**src/rtl/move_scheduler.sv**
```systemverilog
// move_scheduler
//   Sits between the SPI byte receiver and game_executioner in the game_clk
//   domain. SPI command bytes carrying a move are queued in a small FIFO, and
//   at most one move is released per game tick. When the queue is empty and
//   the gravity interval has expired, a gravity move is issued instead. The
//   most recent piece select is held for the executioner.
//
// Parameters
//   DEPTH          FIFO entries (power of two, 2..16)
//   GRAVITY_TICKS  ticks between gravity moves (>= 1)
//   GRAVITY_CMD    2-bit move code issued for gravity
//
// Ports
//   game_clk        in   clock, rising edge
//   reset_n         in   synchronous, active-low reset
//   cmd_byte        in   [1:0] move, [4:2] piece select, [5] move_valid, [7:6] ignored
//   cmd_strobe      in   one-cycle pulse, cmd_byte valid
//   tick            in   one-cycle game step enable
//   busy            in   executioner cannot accept a step this cycle
//   move_out        out  move code to executioner (held until the next real move)
//   move_valid_out  out  1 = real move, 0 = no-op step
//   piece_sel       out  latest piece select, 0..6 (7 is written as 0)
//   step_valid      out  one-cycle pulse, move_out/move_valid_out valid
//   fifo_count      out  current FIFO occupancy, 0..DEPTH
//   overflow        out  sticky, a move byte was dropped because the FIFO was full
//
// Configuration
//   MOVE_SCHED_DEDUP_EN  when defined, a move byte whose [1:0] equals the move
//                        at the FIFO tail (FIFO non-empty) is discarded; this
//                        discard never counts as overflow.

module move_scheduler #(
  parameter int         DEPTH         = 4,
  parameter int         GRAVITY_TICKS = 8,
  parameter logic [1:0] GRAVITY_CMD   = 2'd1
) (
  input  logic                     game_clk,
  input  logic                     reset_n,
  input  logic [7:0]               cmd_byte,
  input  logic                     cmd_strobe,
  input  logic                     tick,
  input  logic                     busy,
  output logic [1:0]               move_out,
  output logic                     move_valid_out,
  output logic [2:0]               piece_sel,
  output logic                     step_valid,
  output logic [$clog2(DEPTH):0]   fifo_count,
  output logic                     overflow
);

  localparam int PW = $clog2(DEPTH);
  localparam int CW = PW + 1;
  localparam int GW = $clog2(GRAVITY_TICKS + 1);

  localparam logic [CW-1:0] FULL_CNT = CW'(DEPTH);
  localparam logic [GW-1:0] GRAV_MAX = GW'(GRAVITY_TICKS);

  typedef enum logic {IDLE, ISSUE} state_t;

  state_t      state, state_nxt;
  logic [1:0]  mem [DEPTH];
  logic [PW-1:0] wr_ptr, rd_ptr;
  logic [GW-1:0] grav_cnt;

  logic fifo_empty, fifo_full;
  logic is_move, dup, push, pop, ovf_set;
  logic issue, real_step;
  logic       step_nxt, mvv_nxt;
  logic [1:0] move_nxt;

  // The top two command bits carry no meaning here.
  logic unused_cmd_bits;
  assign unused_cmd_bits = ^cmd_byte[7:6];

  // Gravity counter saturates at the interval instead of wrapping.
  function automatic logic [GW-1:0] sat_inc(input logic [GW-1:0] c);
    return (c >= GRAV_MAX) ? GRAV_MAX : c + GW'(1);
  endfunction

  // Piece select 7 is not a valid piece and is folded onto 0.
  function automatic logic [2:0] map_piece(input logic [2:0] s);
    return (s == 3'd7) ? 3'd0 : s;
  endfunction

  assign fifo_empty = (fifo_count == '0);
  assign fifo_full  = (fifo_count == FULL_CNT);
  assign is_move    = cmd_strobe & cmd_byte[5];
  assign issue      = (state == ISSUE) & ~busy;
  // Pop uses the pre-edge occupancy, so a byte pushed into an empty FIFO is
  // only poppable from the following cycle.
  assign pop        = issue & ~fifo_empty;

`ifdef MOVE_SCHED_DEDUP_EN
  logic [PW-1:0] tail_idx;
  assign tail_idx = wr_ptr - PW'(1);
  assign dup      = ~fifo_empty & (cmd_byte[1:0] == mem[tail_idx]);
`else
  assign dup      = 1'b0;
`endif

  // A pop in the same cycle frees the slot, so a push into a full FIFO is
  // still accepted and does not count as overflow.
  assign push    = is_move & ~dup & (~fifo_full | pop);
  assign ovf_set = is_move & ~dup & fifo_full & ~pop;

  // FSM state register
  always_ff @(posedge game_clk) begin
    if (!reset_n) state <= IDLE;
    else          state <= state_nxt;
  end

  // FSM next state; ticks seen while in ISSUE are dropped.
  always_comb begin
    state_nxt = state;
    case (state)
      IDLE:    if (tick)  state_nxt = ISSUE;
      ISSUE:   if (!busy) state_nxt = IDLE;
      default: state_nxt = IDLE;
    endcase
  end

  // FSM outputs: decide what the next step carries. move_out keeps its last
  // real move across no-op steps.
  always_comb begin
    step_nxt  = 1'b0;
    mvv_nxt   = move_valid_out;
    move_nxt  = move_out;
    real_step = 1'b0;
    if (issue) begin
      step_nxt = 1'b1;
      if (!fifo_empty) begin
        move_nxt  = mem[rd_ptr];
        mvv_nxt   = 1'b1;
        real_step = 1'b1;
      end else if (grav_cnt == GRAV_MAX) begin
        move_nxt  = GRAVITY_CMD;
        mvv_nxt   = 1'b1;
        real_step = 1'b1;
      end else begin
        mvv_nxt   = 1'b0;
      end
    end
  end

  // Step outputs, FIFO control, gravity counter, piece select, overflow
  always_ff @(posedge game_clk) begin
    if (!reset_n) begin
      step_valid     <= 1'b0;
      move_valid_out <= 1'b0;
      move_out       <= 2'd0;
      wr_ptr         <= '0;
      rd_ptr         <= '0;
      fifo_count     <= '0;
      grav_cnt       <= '0;
      piece_sel      <= 3'd0;
      overflow       <= 1'b0;
    end else begin
      step_valid     <= step_nxt;
      move_valid_out <= mvv_nxt;
      move_out       <= move_nxt;
      if (push) wr_ptr <= wr_ptr + PW'(1);
      if (pop)  rd_ptr <= rd_ptr + PW'(1);
      case ({push, pop})
        2'b10:   fifo_count <= fifo_count + CW'(1);
        2'b01:   fifo_count <= fifo_count - CW'(1);
        default: fifo_count <= fifo_count;
      endcase
      if (real_step)  grav_cnt <= '0;
      else if (tick)  grav_cnt <= sat_inc(grav_cnt);
      if (cmd_strobe) piece_sel <= map_piece(cmd_byte[4:2]);
      if (ovf_set)    overflow <= 1'b1;
    end
  end

  // FIFO storage; contents need no reset because occupancy gates every read.
  always_ff @(posedge game_clk) begin
    if (push) mem[wr_ptr] <= cmd_byte[1:0];
  end

endmodule

```
**config.mk**
```make
export PLATFORM = sky130hd
export DESIGN_NAME = move_scheduler
export DESIGN_NICKNAME = d
export VERILOG_FILES = /design/src/rtl/move_scheduler.sv
export SDC_FILE = /design/constraint.sdc
export NUM_CORES = 1
export LEC_CHECK = 0
export BUFFER_PORTS_ARGS = -buffer_cell sky130_fd_sc_hd__buf_2
export CAP_MARGIN = 20
export CORE_UTILIZATION = 55
export CTS_BUF_LIST = sky130_fd_sc_hd__clkbuf_4 sky130_fd_sc_hd__clkbuf_8
export DETAILED_ROUTE_END_ITERATION = 6
export GPL_TIMING_DRIVEN = 1
export HOLD_SLACK_MARGIN = 0.12
export PLACE_DENSITY = 0.88
export REMOVE_ABC_BUFFERS = 1
export SLEW_MARGIN = 40
export SYNTH_ARGS = -nofsm -noshare
export SYNTH_HDL_FRONTEND = slang
export SYNTH_SLANG_ARGS = --single-unit
```
**constraint.sdc**
```tcl
create_clock -name game_clk -period 6.9 [get_ports game_clk]
set_input_delay 0.345 -clock game_clk [delete_from_list [all_inputs] [get_ports game_clk]]
set_output_delay 0.345 -clock game_clk [all_outputs]
set_load 0.02 [all_outputs]
```
=== Yosys cells after proc, flatten, opt, wreduce, memory -nomap -nowiden ===
Memory sizes are Yosys's and may differ from the RTL's. A register that Yosys moved wholly into a read port is not among the register bits.
Cells that the tools add are included.

* Bitwise operators: 13
* Reductions and logical operators: 4
* Equality and inequality tests: 6
* Mux-type cells: 16
* Order comparisons: 1
* Add/sub/neg operators: 5

{| class="wikitable"
|+ Operators with widths
! kind !! count
|-
| $mux W1 || 8
|-
| $mux W2 || 4
|-
| $and A1 B1 Y1 || 6
|-
| $eq A3 B3 Y1 const B || 2
|-
| $not A1 Y1 || 6
|-
| $pmux W3 S2 || 1
|-
| $add A2 B1 Y2 const B || 2
|-
| $add A4 B1 Y4 const B || 1
|-
| $eq A4 B4 Y1 const B || 1
|-
| $ge A4 B4 Y1 const B || 1
|-
| $mux W4 || 1
|-
| $add A3 B1 Y3 const B || 1
|-
| $logic_not A3 Y1 || 1
|-
| $mux W3 || 1
|-
| $sub A3 B1 Y3 const B || 1
|-
| $eq A2 B1 Y1 const B || 1
|-
| $eq A2 B2 Y1 const B || 1
|-
| $ne A2 B1 Y1 const B || 1
|-
| $pmux W1 S2 || 1
|-
| $reduce_and A2 Y1 || 1
|-
| $reduce_bool A2 Y1 || 1
|-
| $reduce_or A2 Y1 || 1
|-
| $or A1 B1 Y1 || 1
|}

* Register bits: 20
* Input bits: 13
* Bits in writable memories: 8
* Memories kept: 1
* Output and inout port bits: 11
* Logic and storage cells: 56

{| class="wikitable"
|+ Memories
! memory !! depth !! width !! rd ports !! clocked after memory_dff !! wr ports !! line !! text
|-
| mem || 4 || 2 || 1 || 1 || 1 || 61 || <nowiki>logic [1:0] mem [DEPTH];</nowiki>
|}

=== Depth between registers and ports, before layout ===
Gate-level depths: netlist of run 1.

* Depth after elaboration: 7
* Depth in mapped cells: 7
* Gate-level depth less buffers: 6

=== Worst setup path after synthesis of run 1 ===
OpenSTA, ideal clock, no wires.

* Path kind: register -> register
* From: reg fifo_count[2]
* To: reg fifo_count[2]
* Buffers on the path: 1
* Clock period less this slack: 2.281 ns
* Data arrival time: 2.162 ns
* Setup time: 0.120 ns
* Required time: 6.780 ns
* Stages on the path, launching flop included: 8
* Slack: 4.619 ns
* Cell sequence: dfxtp_1 > clkbuf_1 > or3_1 > nand3_1 > fa_1 > or3_1 > and3_1 > o31a_1

* Cells in the longest elaborated chain, start to end: 7
* Elaborated cells on any way between the ends: 13
* Those cells by class: add/sub: 2; eq/ne: 3; mux: 1; bitwise: 5; reduce/logical: 2

{| class="wikitable"
|+ Ends and longest elaborated chain
! item !! line !! text
|-
| start, declared || 47 || <nowiki>output logic [$clog2(DEPTH):0] fifo_count,</nowiki>
|-
| start signal, assigned || 164 || <nowiki>2'b10: fifo_count <= fifo_count + CW'(1);</nowiki>
|-
| start signal, assigned || 165 || <nowiki>2'b01: fifo_count <= fifo_count - CW'(1);</nowiki>
|-
| start signal, assigned || 166 || <nowiki>default: fifo_count <= fifo_count;</nowiki>
|-
| $logic_not A3 Y1 || 85 || <nowiki>assign fifo_empty = (fifo_count == '0);</nowiki>
|-
| $not A1 Y1 || 91 || <nowiki>assign pop = issue & ~fifo_empty;</nowiki>
|-
| $and A1 B1 Y1 || 91 ||
|-
| $or A1 B1 Y1 || 103 || <nowiki>assign push = is_move & ~dup & (~fifo_full | pop);</nowiki>
|-
| $and A1 B1 Y1 || 103 ||
|-
| $eq A2 B1 Y1 or $eq A2 B2 Y1 (tied branches) || 163 || <nowiki>case ({push, pop})</nowiki>
|-
| $pmux W3 S2 or $reduce_bool A2 Y1 (tied branches) || - ||
|}

Parallel ways exist; a longest one is shown, timed or not.
A chain may end at the register's enable or synchronous reset.

=== Final worst setup path of run 1 ===
* From: reg state
* To: reg fifo_count[2]

* Cells in the longest elaborated chain, start to end: 6
* Elaborated cells on any way between the ends: 8
* Those cells by class: eq/ne: 2; mux: 1; bitwise: 4; reduce/logical: 1

{| class="wikitable"
|+ Ends and longest elaborated chain
! item !! line !! text
|-
| start, declared || 60 || <nowiki>state_t state, state_nxt;</nowiki>
|-
| start signal, assigned || 109 || <nowiki>else state <= state_nxt;</nowiki>
|-
| $and A1 B1 Y1 * || 88 || <nowiki>assign issue = (state == ISSUE) & ~busy;</nowiki>
|-
| $and A1 B1 Y1 * || 91 ||
|-
| $or A1 B1 Y1 || 103 ||
|-
| $and A1 B1 Y1 || 103 ||
|-
| $eq A2 B1 Y1 or $eq A2 B2 Y1 (tied branches) || 163 ||
|-
| $pmux W3 S2 or $reduce_bool A2 Y1 (tied branches) || - ||
|}

Every way passes the cells marked *; elsewhere a longest branch is shown, timed or not.

==> results of run 1 <==
-- flip-flops by register name, summed over array words and instances, names as in the netlist, named ones only --
name            cells
fifo_count          3
grav_cnt            4
mem                 8
move_out            2
move_valid_out      1
overflow            1
piece_sel           3
rd_ptr              2
state               1
step_valid          1
wr_ptr              2
-- logic make-up after synthesis --
group,share of synthesized area [%]
DFF,48.14
muxes,5.310
xor gates and xnor gates,2.478
AOI/OAI and AO/OA,12.57
and+or+nand+nor,21.51
buffers and inverters,3.274
adders and majority gates,6.726
-- worst reg2reg max path, cell delays in order, from the launching register on --
cell,delay (ns)
dfxtp_1,0.37
nor2b_1,0.58
nand3_1,0.18
fa_1,0.45
or3_1,0.41
and3_1,0.18
o31a_1,0.23
-- power by group through the flow --
stage	sequential (W)	combinational, W	clock, W
2_1_floorplan	0.000208	0.0000428	0
3_3_place_gp	0.000202	0.0000657	0
3_5_place_dp	0.000203	0.0000690	0
4_1_cts	0.000199	0.0000694	0.000112
5_1_grt	0.000201	0.0000768	0.000118
6_report	0.000199	0.0000693	0.000107
-- final cells by class --
class                   instances  area (um2)  area share (%)
clock buffers                   8       60.06           3.771
inverters                       6       22.52           1.414
multi-input cells              96       686.9           43.13
flip-flops and latches         30       680.7           42.73
well taps                      30       37.54           2.357
repair buffers                 21       105.1           6.599
-- per-layer routing --
| metal | vias up | part of all wire [%] | global-route usage (%) |
|---|---|---|---|
| li1 | 532 | - | - |
| met1 | 498 | 44 | 22.49 |
| met2 | 27 | 51 | 36.08 |
| met3 | 3 | 4.7 | 8.116 |
| met4 | 0 | 0.66 | 7.895 |
| met5 | - | 0 | 0 |
-- synth_stat cells (2+ instances only) --
| library cell | n |
|---|---|
| and3_1 | 3 |
| clkbuf_1 | 5 |
| o21ai_0 | 5 |
| nand3_1 | 6 |
| a21boi_1 | 4 |
| mux2i_1 | 3 |
| edfxtp_1 | 8 |
| nor2_1 | 7 |
| nor3_1 | 2 |
| nand2b_1 | 5 |
| inv_1 | 6 |
| dfxtp_1 | 22 |
| a21oi_1 | 4 |
| nand2_1 | 9 |
| xnor2_1 | 3 |
| a41oi_1 | 2 |
| ha_1 | 6 |
| and2_1 | 10 |
| nor2b_1 | 6 |
| mux4_2 | 2 |
| or3_1 | 2 |
-- how the worst max path moves through the flow --
| stage | startpoint | to | slack [ns] | cells past startpoint |
|---|---|---|---|---|
| floorplan | state$_SDFF_PN0_ | fifo_count[2]$_SDFFE_PN0P_ | 4.68 | 6 |
| global placement | busy | fifo_count[2]$_SDFFE_PN0P_ | 4.41 | 7 |
| detailed placement | busy | fifo_count[2]$_SDFFE_PN0P_ | 4.36 | 7 |
| CTS | state$_SDFF_PN0_ | fifo_count[2]$_SDFFE_PN0P_ | 4.42 | 6 |
| global route | state$_SDFF_PN0_ | fifo_count[2]$_SDFFE_PN0P_ | 4.33 | 6 |
| finish | state$_SDFF_PN0_ | fifo_count[2]$_SDFFE_PN0P_ | 4.42 | 6 |
-- metrics by stage --
step	utilization (%)	hold slack, ns	instances
floorplan	-	0.4439	132
global placement	62.44	0.4402	183
detailed placement	62.44	0.4521	183
CTS	64.88	0.2336	191
global route	64.88	0.2335	191
finish	64.88	0.2542	191
==> summary.txt, run 1 <==
Run status
  – Status: finished clean

Logic synthesis
  – Seq/Total Area, Yosys: 48.14%
  – Post-synth EDFFs: 8
  – Synth top area share: 31.15%
  – Synth area leaders: dfxtp_1 31%, edfxtp_1 17%, ha_1 5.3%
  – Share of flip-flops with an asynchronous set or reset: 0%
  – Seq cells post-synth: 30
  – Avg Inst Size Synth: approximately 10 um2
  – Yosys warns: 0
  – Main synth FF type: dfxtp_1
  – Syn Inst Count: 138
  – Yosys top cell by area: dfxtp_1
  – Synthesized area: ~1400 um2
  – Count of different cell masters after synthesis: 39

Clocking
  – Clk slew on worst S/H paths: approximately 0.09 ns
  – Clock Latency Late Sink: 0.32 ns
  – Cts repair resizes: 0
  – CTS tree: done
  – Hold Buf Count CTS: 0
  – Clock root cell: clkbuf_4
  – TritonCTS buffer count: 5
  – Maximum clock path buffer count: 2
  – Clk sinks: 30
  – Setup bufs post-CTS: 0
  – Htree depth: 2

Detailed routing
  – Average wire per cell in the routed design: 13.46 um
  – First-iteration detailed-routing DRC count: 29
  – Iteration count of the initial detailed-routing pass: 4
  – DR DRC count: 0
  – Vias/cell: 5.550
  – Final antenna-violating net count: 0
  – WL final: 2.570 mm
  – Via count: 1060

Place
  – Place WS: 4.361 ns
  – Post-DP HPWL: approximately 1.9 mm
  – DP Area: 1533 um2
  – Routability cong.: ~0.79
  – PortBufs: 21

Timing
  – Unrepaired setup endpoints after global routing: no
  – Final WS setup: ~4.4 ns
  – Crit share post-route: 35.91%
  – # setup viols final: 0
  – Final Max Slew Viols: 0
  – Rel. slew slack: 54.08%
  – Fin. Hold Viols: 0
  – Tmin final: 2.478 ns
  – Fmax: 403.6 MHz
  – Worst slew pin tran: 0.6875 ns
  – Skew final: 0.009834 ns
  – Setup TNS: 0 ns

Pwr
  – Leak: 0.6484 nW
  – Worst VDD drop: 0.1480 mV
  – Psw: 0.0001044 W
  – Total power: 0.0003754 W
  – Sw frac: ~28%
  – Int Pwr: 0.0002709 W
  – Flop pwr share: 53.0%
  – Combinational share of power: 18.5%
  – Pwr Density: 235.7 nW/um2
  – Clock network fraction of design power: between 20% and 30%

Run
  – MaxCap Viol Count: 0

Floorplanning
  – Site row count: 18
  – Die width: 52.70 um
  – Die H: 52.70 um
  – Number of I/O pins: 24
  – Initial Util: a little under three fifths
  – Core area: roughly 2500 um2
  – Die area: 2777 um2

Worst setup path
  – R2r startpoint: state$_SDFF_PN0_
  – Worst setup EP type: register
  – Critical-path cell list: nor2b_1 > nand3_1 > fa_1 > or3_1 > and3_1 > o31a_1
  – Internal reg-to-reg setup slack: 4.42 ns
  – WP data required: 7.12 ns
  – CP top delay family: simple AND/OR/NAND/NOR gates
  – Startpoint Class: register
  – Highest-delay cell along the critical path: nor2b_1
  – CP arrival: 2.70 ns
  – Reg2Reg Depth: 6
  – CP max stage delay: 0.58 ns
  – Critical Path Fanout Max: 11
  – Critical path class: register to register
  – Worst r2r dst: fifo_count[2]$_SDFFE_PN0P_
  – CP bufs+invs: 0

Min path
  – Worst Hold Path Cells: 1
  – Tightest Hold Check Type: input pin to register
  – Hold endpoint: mem[2][0]$_DFFE_PP_
  – Hold wc startpoint: cmd_byte[0]

Final layout
  – Final nets: 180
  – Layout area overhead: 12.66%
  – Highest-count cells in the layout ignoring fill and taps: 22 x dfxtp_1, 21 x buf_2, 10 x and2_1
  – Most common cell after layout, fill and taps aside: dfxtp_1
  – Layout cells sized above 1: 21.12%
  – Final instance area: 1593 um2
  – FILL cells: 199
  – Antenna Cells: 0

GRT
  – First-pass GRT wire length: approximately 4 mm
  – Antenna violations before repair: 0
  – Via count of the first global-routing pass: about 960
  – GRT Residual Overflow: 0
  – Largest net degree at the start of global routing: 22
  – GRT Total Usage: 20.78%
Power figures use the tool's default switching activity.
==> run 2, diff against run 1 <==
- ABC_AREA: not set -> 1
- CORE_ASPECT_RATIO: not set -> 0.5
- CORE_UTILIZATION: 55 -> 52
- clock period: 6.9 -> 2.1 ns (I/O delays scaled with it)
==> summary.txt, run 2 <==
Timing
  – Skew final: 0.004329 ns (was 0.009834 ns)
  – Tmin final: 1.768 ns (was 2.478 ns)
  – Setup TNS: 0 ns (unchanged)
  – Final WS setup: 0.3321 ns (was 4.422 ns)
  – Final Max Slew Viols: 0 (unchanged)
  – Worst slew pin tran: 0.2493 ns (was 0.6875 ns)
  – Unrepaired setup endpoints after global routing: no (unchanged)
  – Crit share post-route: 84.18% (was 35.91%)
  – Fmax: 565.7 MHz (was 403.6 MHz)
  – Rel. slew slack: 83.31% (was 54.08%)
  – Fin. Hold Viols: 0 (unchanged)
  – # setup viols final: 0 (unchanged)

Final layout
  – Highest-count cells in the layout ignoring fill and taps: 22 x dfxtp_1, 21 x inv_1, 21 x nand2_1, 21 x buf_2, 20 x nor2_1 (was 22 x dfxtp_1, 21 x buf_2, 10 x and2_1)
  – Layout area overhead: 19.42% (was 12.66%)
  – Most common cell after layout, fill and taps aside: dfxtp_1 (unchanged)
  – Max FFs per register: 8 (unchanged)
  – Final Non-Filler Cells: 224 (was 191)
  – Layout cells sized above 1: 26.46% (was 21.12%)
  – Regs by FF count: mem: 8 flops, grav_cnt: 4 flops (unchanged)
  – Reg with most FFs: mem (unchanged)
  – Final nets: 208 (was 180)
  – Antenna Cells: 0 (unchanged)

Clocking
  – Clk sinks: 30 (unchanged)
  – Htree depth: 2 (unchanged)
  – TritonCTS buffer count: 5 (unchanged)
  – Clock Latency Late Sink: 0.28 ns (was 0.32 ns)
  – Clk slew on worst S/H paths: 0.07 ns (was 0.09 ns)
  – Maximum clock path buffer count: 2 (unchanged)
  – Clock root cell: clkbuf_8 (was clkbuf_4)
  – CTS tree: done (unchanged)
  – Cts repair resizes: 0 (unchanged)

Logic synthesis
  – Post-synth top cells: 22 x dfxtp_1, 21 x inv_1, 21 x nand2_1 (was 22 x dfxtp_1, 10 x and2_1, 9 x nand2_1)
  – Count of different cell masters after synthesis: 31 (was 39)
  – Synthesized area: 1424 um2 (was 1414 um2)
  – Synth area leaders: dfxtp_1 31%, edfxtp_1 17%, inv_1 5.5% (was dfxtp_1 31%, edfxtp_1 17%, ha_1 5.3%)
  – Post-Synth XOR/XNOR Area: 0.6151% (was 2.478%)
  – Seq cells post-synth: 30 (unchanged)
  – Share of flip-flops with an asynchronous set or reset: 0% (unchanged)
  – Seq/Total Area, Yosys: 47.80% (was 48.14%)
  – Mux cell area share after synthesis: 0% (was 5.310%)
  – Main synth FF type: dfxtp_1 (unchanged)
  – Post-synth EDFFs: 8 (unchanged)
  – Post-synthesis simple-gate area fraction: 23.90% (was 21.50%)
  – Main combinational cell family by area after synthesis: simple AND/OR/NAND/NOR gates (unchanged)
  – Complex-gate fraction of the synthesized area: 12.65% (was 12.57%)
  – Synth Area in Adders: 6.678% (was 6.726%)
  – Synth top area share: 30.93% (was 31.15%)
  – Yosys warns: 0 (unchanged)
  – Most frequent cell after synthesis: dfxtp_1 (unchanged)
  – Yosys top cell by area: dfxtp_1 (unchanged)
  – Avg Inst Size Synth: 9.069 um2 (was 10.25 um2)
  – Syn Inst Count: 157 (was 138)

Pwr
  – Total power: 0.001320 W (was 0.0003754 W)
  – Worst VDD drop: 0.3946 mV (was 0.1480 mV)
  – Flop pwr share: 48.5% (was 53.0%)
  – Sw frac: 27.80% (was 27.82%)
  – Pwr Density: 776.2 nW/um2 (was 235.7 nW/um2)
  – Combinational share of power: 14.7% (was 18.5%)
  – Int Pwr: 0.0009530 W (was 0.0002709 W)
  – Leak: 0.7595 nW (was 0.6484 nW)
  – Clock network fraction of design power: 36.8% (was 28.5%)
  – Psw: 0.0003669 W (was 0.0001044 W)

Place
  – Routability cong.: 0.7750 (was 0.7891)
  – Place WS: 0.3654 ns (was 4.361 ns)
  – DP Cell Count: 212 (was 183)
  – Post-DP HPWL: 1.959 mm (was 1.851 mm)
  – PortBufs: 21 (unchanged)

GRT
  – Gr busiest metal: met2 (unchanged)
  – Via count of the first global-routing pass: 1075 (was 958)
  – First-pass GRT wire length: 4.685 mm (was 4.002 mm)
  – GRT Total Usage: 22.21% (was 20.78%)
  – M3 GR Usage: 5.882% (was 8.116%)
  – Met2 GRT Util: 43.64% (was 36.08%)
  – Antenna violations before repair: 0 (unchanged)
  – GRT Residual Overflow: 0 (unchanged)
  – Global-route met1 utilization: 22.41% (was 22.49%)
  – Largest net degree at the start of global routing: 14 (was 22)

Detailed routing
  – Vias/cell: 4.902 (was 5.550)
  – DR DRC count: 0 (unchanged)
  – First-iteration detailed-routing DRC count: 33 (was 29)
  – Via count: 1098 (was 1060)
  – WL final: 2.824 mm (was 2.570 mm)
  – Final antenna-violating net count: 0 (unchanged)
  – Iteration count of the initial detailed-routing pass: 5 (was 4)
  – Average wire per cell in the routed design: 12.61 um (was 13.46 um)

Worst setup path
  – Worst setup EP type: register (unchanged)
  – WP data required: 2.28 ns (was 7.12 ns)
  – Critical Path Fanout Max: 6 (was 11)
  – Internal reg-to-reg setup slack: 0.33 ns (was 4.42 ns)
  – CP arrival: 1.94 ns (was 2.70 ns)
  – Startpoint Class: register (unchanged)
  – Critical path class: register to register (unchanged)

Floorplanning
  – Site row count: 12 (was 18)
  – Core area: 2402 um2 (was 2455 um2)
  – Initial Util: 59.27% (was 57.59%)
  – Die H: 39 um (was 52.70 um)
  – Die area: 2964 um2 (was 2777 um2)
  – Die width: 76 um (was 52.70 um)
  – Number of I/O pins: 24 (unchanged)

Run status
  – Status: finished clean (unchanged)

Run
  – MaxCap Viol Count: 0 (unchanged)

Min path
  – Tightest Hold Check Type: input pin to register (unchanged)
==> run 2: cell count changes after synthesis, sizes merged, moves of 6 or more <==
cell,change
a21oi,+12
nor2,+15
nand2,+19
and2,-10
nor2b,-6
inv,+20
==> run 2: logic make-up after synthesis <==
kind of cell / Yosys count
AOI/OAI and AO/OA: 30
xor gates and xnor gates: 1
adders and majority gates: 7
buffers and inverters: 28
DFF: 30
and+or+nand+nor: 61
==> run 2: per-layer routing <==
| layer | part of all wire [%] | up-vias |
|---|---|---|
| met2 | 50 | 25 |
| met3 | 4.1 | 8 |
| met4 | 2.6 | 0 |
| met5 | 0 | - |
| li1 | - | 569 |
| met1 | 43 | 496 |
==> run 2: critical path, cell delays in order, from the launching register on <==
cell	delay [ns]
dfxtp_1	0.41
inv_2	0.09
nand2_4	0.11
nand2_8	0.08
inv_6	0.08
nand2_4	0.06
fa_1	0.38
inv_1	0.10
nand4_2	0.12
a21oi_1	0.17
nor2_1	0.07
==> run 2: cell type report <==
type	instances	area (um2)
Multi-Input combinational cell	99	624.3
Inverter	27	111.4
Clock inverter	2	12.51
Clock buffer	6	82.58
Timing Repair Buffer	25	145.1
Tap cell	35	43.79
Sequential cell	30	680.7
Fill cell	171	701.9
==> run 2: path summary, 6_finish.rpt <==
| check | startpoint | endpoint | depth (start not counted) |
|---|---|---|---|
| worst max-delay path | fifo_count[2]$_SDFFE_PN0P_ | fifo_count[2]$_SDFFE_PN0P_ | 10 |
| worst min-delay path | tick | grav_cnt[3]$_SDFFE_PP0P_ | 3 |
| worst max register to register | fifo_count[2]$_SDFFE_PN0P_ | fifo_count[2]$_SDFFE_PN0P_ | 10 |
| worst min register to register | move_valid_out$_SDFFE_PN0P_ | move_valid_out$_SDFFE_PN0P_ | 2 |
==> run 2: power by group through the flow <==
| stage | Clock [W] | Sequential (W) | Combinational, W |
|---|---|---|---|
| final | 0.000486 | 0.000640 | 0.000194 |
| after global routing | 0.000513 | 0.000642 | 0.000216 |
| after CTS | 0.000494 | 0.000640 | 0.000195 |
| after detailed placement | 0 | 0.000652 | 0.000184 |
| after global placement | 0 | 0.000650 | 0.000175 |
| after floorplan | 0 | 0.000666 | 0.000115 |
==> run 2: stage by stage <==
| step | hold slack [ns] | instance area (um2) | utilization [%] |
|---|---|---|---|
| after floorplan | 0.1985 | 1416 | - |
| after global placement | 0.3330 | 1565 | 65.16 |
| after detailed placement | 0.3394 | 1565 | 65.16 |
| after CTS | 0.1438 | 1700 | 70.78 |
| after global routing | 0.1545 | 1700 | 70.78 |
| final | 0.1481 | 1700 | 70.78 |
==> run 2: timing repair <==
action / 4_1_cts / 5_1_grt
endpoints found under the setup margin: 0 / 0
buffers inserted: 0 / 0
endpoints found under the hold margin: 9 / 0
hold buffers: 4 / 0
==> run 3, diff against run 2 <==
- CORE_ASPECT_RATIO: 0.5 -> not set
- CORE_UTILIZATION: 52 -> 55
- clock period: 2.1 -> 1.8 ns (I/O delays scaled with it)
==> summary.txt, run 3 (synthesis results as in run 2) <==
Detailed routing
  – Vias/cell: 4.956 (was 4.902)
  – DRT met1 WL: 1.016 mm (was 1.228 mm)
  – Wire length on met3: 104 um (was 115 um)
  – First-iteration detailed-routing DRC count: 25 (was 33)
  – DR top layer: met4 (unchanged)
  – WL final: 2.627 mm (was 2.824 mm)
  – Via count: 1130 (was 1098)
  – DR DRC count: 0 (unchanged)
  – Iteration count of the initial detailed-routing pass: 4 (was 5)
  – Wire length on met2: 1.464 mm (was 1.407 mm)
  – Final antenna-violating net count: 0 (unchanged)
  – Average wire per cell in the routed design: 11.52 um (was 12.61 um)

Min path
  – Hold wc startpoint: cmd_byte[5] (was tick)
  – Tightest Hold Check Type: input pin to register (unchanged)
  – Worst Hold Path Cells: 6 (was 3)
  – Hold endpoint: fifo_count[0]$_SDFFE_PN0P_ (was grav_cnt[3]$_SDFFE_PP0P_)

Clocking
  – Clock root cell: clkbuf_4 (was clkbuf_8)
  – Clk slew on worst S/H paths: 0.10 ns (was 0.07 ns)
  – Htree depth: 2 (unchanged)
  – Clock Latency Late Sink: 0.33 ns (was 0.28 ns)
  – TritonCTS buffer count: 5 (unchanged)
  – Clk sinks: 30 (unchanged)
  – Cts repair resizes: 0 (unchanged)
  – Maximum clock path buffer count: 2 (unchanged)
  – CTS tree: done (unchanged)

Timing
  – Worst slew pin tran: 0.2403 ns (was 0.2493 ns)
  – Fin. Hold Viols: 0 (unchanged)
  – Crit share post-route: 90.20% (was 84.18%)
  – # setup viols final: 0 (unchanged)
  – Fmax: 615.9 MHz (was 565.7 MHz)
  – Rel. slew slack: 83.81% (was 83.31%)
  – Unrepaired setup endpoints after global routing: no (unchanged)
  – Skew final: 0.01540 ns (was 0.004329 ns)
  – Setup TNS: 0 ns (unchanged)
  – Tmin final: 1.624 ns (was 1.768 ns)
  – Hold slack: 0.2190 ns (was 0.1481 ns)
  – Final Max Slew Viols: 0 (unchanged)

Worst setup path
  – Worst r2r dst: fifo_count[2]$_SDFFE_PN0P_ (unchanged)
  – WP data required: 2.04 ns (was 2.28 ns)
  – Internal reg-to-reg setup slack: 0.18 ns (was 0.33 ns)
  – Highest-delay cell along the critical path: dfxtp_1 (unchanged)
  – Startpoint Class: register (unchanged)
  – Critical path class: register to register (unchanged)
  – CP arrival: 1.86 ns (was 1.94 ns)
  – Worst setup EP type: register (unchanged)
  – Most frequent CP cell: nand2_4 (unchanged)
  – R2r startpoint: fifo_count[1]$_SDFFE_PN0P_ (was fifo_count[2]$_SDFFE_PN0P_)
  – Reg2Reg Depth: 10 (unchanged)
  – Critical-path cell list: nor2_4 > nand2_4 > nand2_8 > inv_6 > nand2_4 > fa_1 > inv_1 > nand4_2 > a21oi_1 > nor2_1 (was inv_2 > nand2_4 > nand2_8 > inv_6 > nand2_4 > fa_1 > inv_1 > nand4_2 > a21oi_1 > nor2_1)
  – Critical Path Fanout Max: 6 (unchanged)
  – CP max stage delay: 0.42 ns (was 0.41 ns)

Floorplanning
  – Initial Util: 58.00% (was 59.27%)
  – Core area: 2455 um2 (was 2402 um2)
  – Die H: 52.88 um (was 39 um)
  – Number of I/O pins: 24 (unchanged)
  – Die area: 2796 um2 (was 2964 um2)
  – Die width: 52.88 um (was 76 um)
  – Site row count: 18 (was 12)

Final layout
  – Highest-count cells in the layout ignoring fill and taps: 22 x dfxtp_1, 21 x inv_1, 21 x nand2_1, 21 x buf_2, 20 x nor2_1 (unchanged)
  – Max FFs per register: 8 (unchanged)
  – Most common cell after layout, fill and taps aside: dfxtp_1 (unchanged)
  – Final nets: 217 (was 208)
  – FILL cells: 180 (was 171)
  – Layout area overhead: 22.06% (was 19.42%)
  – Reg with most FFs: mem (unchanged)
  – Final Non-Filler Cells: 228 (was 224)
  – Layout cells sized above 1: 25.76% (was 26.46%)
  – Antenna Cells: 0 (unchanged)
  – Regs by FF count: mem: 8 flops, grav_cnt: 4 flops (unchanged)

Place
  – Routability cong.: 0.7148 (was 0.7750)
  – Post-DP HPWL: 1.787 mm (was 1.959 mm)
  – PortBufs: 21 (unchanged)
  – DP Cell Count: 209 (was 212)

GRT
  – GRT Total Usage: 21.62% (was 22.21%)
  – Via count of the first global-routing pass: 1028 (was 1075)
  – GRT Residual Overflow: 0 (unchanged)
  – Antenna violations before repair: 0 (unchanged)
  – First-pass GRT wire length: 4.160 mm (was 4.685 mm)
  – Largest net degree at the start of global routing: 14 (unchanged)

Pwr
  – Worst VDD drop: 0.6429 mV (was 0.3946 mV)
  – Total power: 0.001359 W (was 0.001320 W)
  – Leak: 0.7770 nW (was 0.7595 nW)
  – Pwr Density: 781.8 nW/um2 (was 776.2 nW/um2)

Run
  – MaxCap Viol Count: 0 (unchanged)

Run status
  – Status: finished clean (unchanged)
-- run 3: metal layers --
metal	vias up	global-route usage [%]
li1	581	-
met3	7	6.034
met1	518	20.73
met5	-	0
met2	24	41.77
met4	0	9.649
-- run 3: power by group --
part	total [W]	leakage, nW	switching, W	internal [W]
Sequential	0.000745	0.253	0.0000217	0.000723
Combinational	0.000239	0.496	0.000145	0.0000941
Clock	0.000375	0.0286	0.000230	0.000145
-- run 3: final cells by class --
| type | count | area (um2) | area share [%] |
|---|---|---|---|
| flip-flops and latches | 30 | 680.7 | 39.16 |
| multi-input cells | 99 | 624.3 | 35.93 |
| repair buffers | 34 | 230.2 | 13.25 |
| inverters | 27 | 111.4 | 6.407 |
| clock buffers | 5 | 37.54 | 2.160 |
| well taps | 30 | 37.54 | 2.160 |
| clock inverters | 3 | 16.27 | 0.9359 |
-- run 3: worst max path at each step --
stage / slack, ns / cells after the start / start / to
after CTS: 0.17 / 10 / fifo_count[1]$_SDFFE_PN0P_ / fifo_count[2]$_SDFFE_PN0P_
final: 0.18 / 10 / fifo_count[1]$_SDFFE_PN0P_ / fifo_count[2]$_SDFFE_PN0P_
after global placement: 0.21 / 10 / fifo_count[1]$_SDFFE_PN0P_ / fifo_count[2]$_SDFFE_PN0P_
after detailed placement: 0.18 / 10 / fifo_count[1]$_SDFFE_PN0P_ / fifo_count[2]$_SDFFE_PN0P_
after floorplan: 0.09 / 10 / fifo_count[2]$_SDFFE_PN0P_ / fifo_count[2]$_SDFFE_PN0P_
after global routing: 0.02 / 10 / fifo_count[0]$_SDFFE_PN0P_ / fifo_count[2]$_SDFFE_PN0P_
-- run 3: worst max-delay path: cells and delay by family, from the launching register on --
family,cells,cell delay (ns)
fa+ha+maj,1,0.38
simple gates,6,0.46
flops,1,0.42
compound gates,1,0.13
buf+inv,2,0.16
-- run 3: through the flow --
step,cell area [um2],util (%),setup slack [ns]
2_1_floorplan,1416,-,0.09143
6_report,1738,70.80,0.1763
3_5_place_dp,1574,64.12,0.1844
4_1_cts,1738,70.80,0.1696
3_3_place_gp,1574,64.12,0.2074
5_1_grt,1738,70.80,0.01767
-- run 3: timing repair --
item | CTS | global route
endpoints found under the setup margin | 0 | 0
hold endpoints to repair | 15 | 0
setup buffers | 0 | 0
hold buffers | 11 | 0
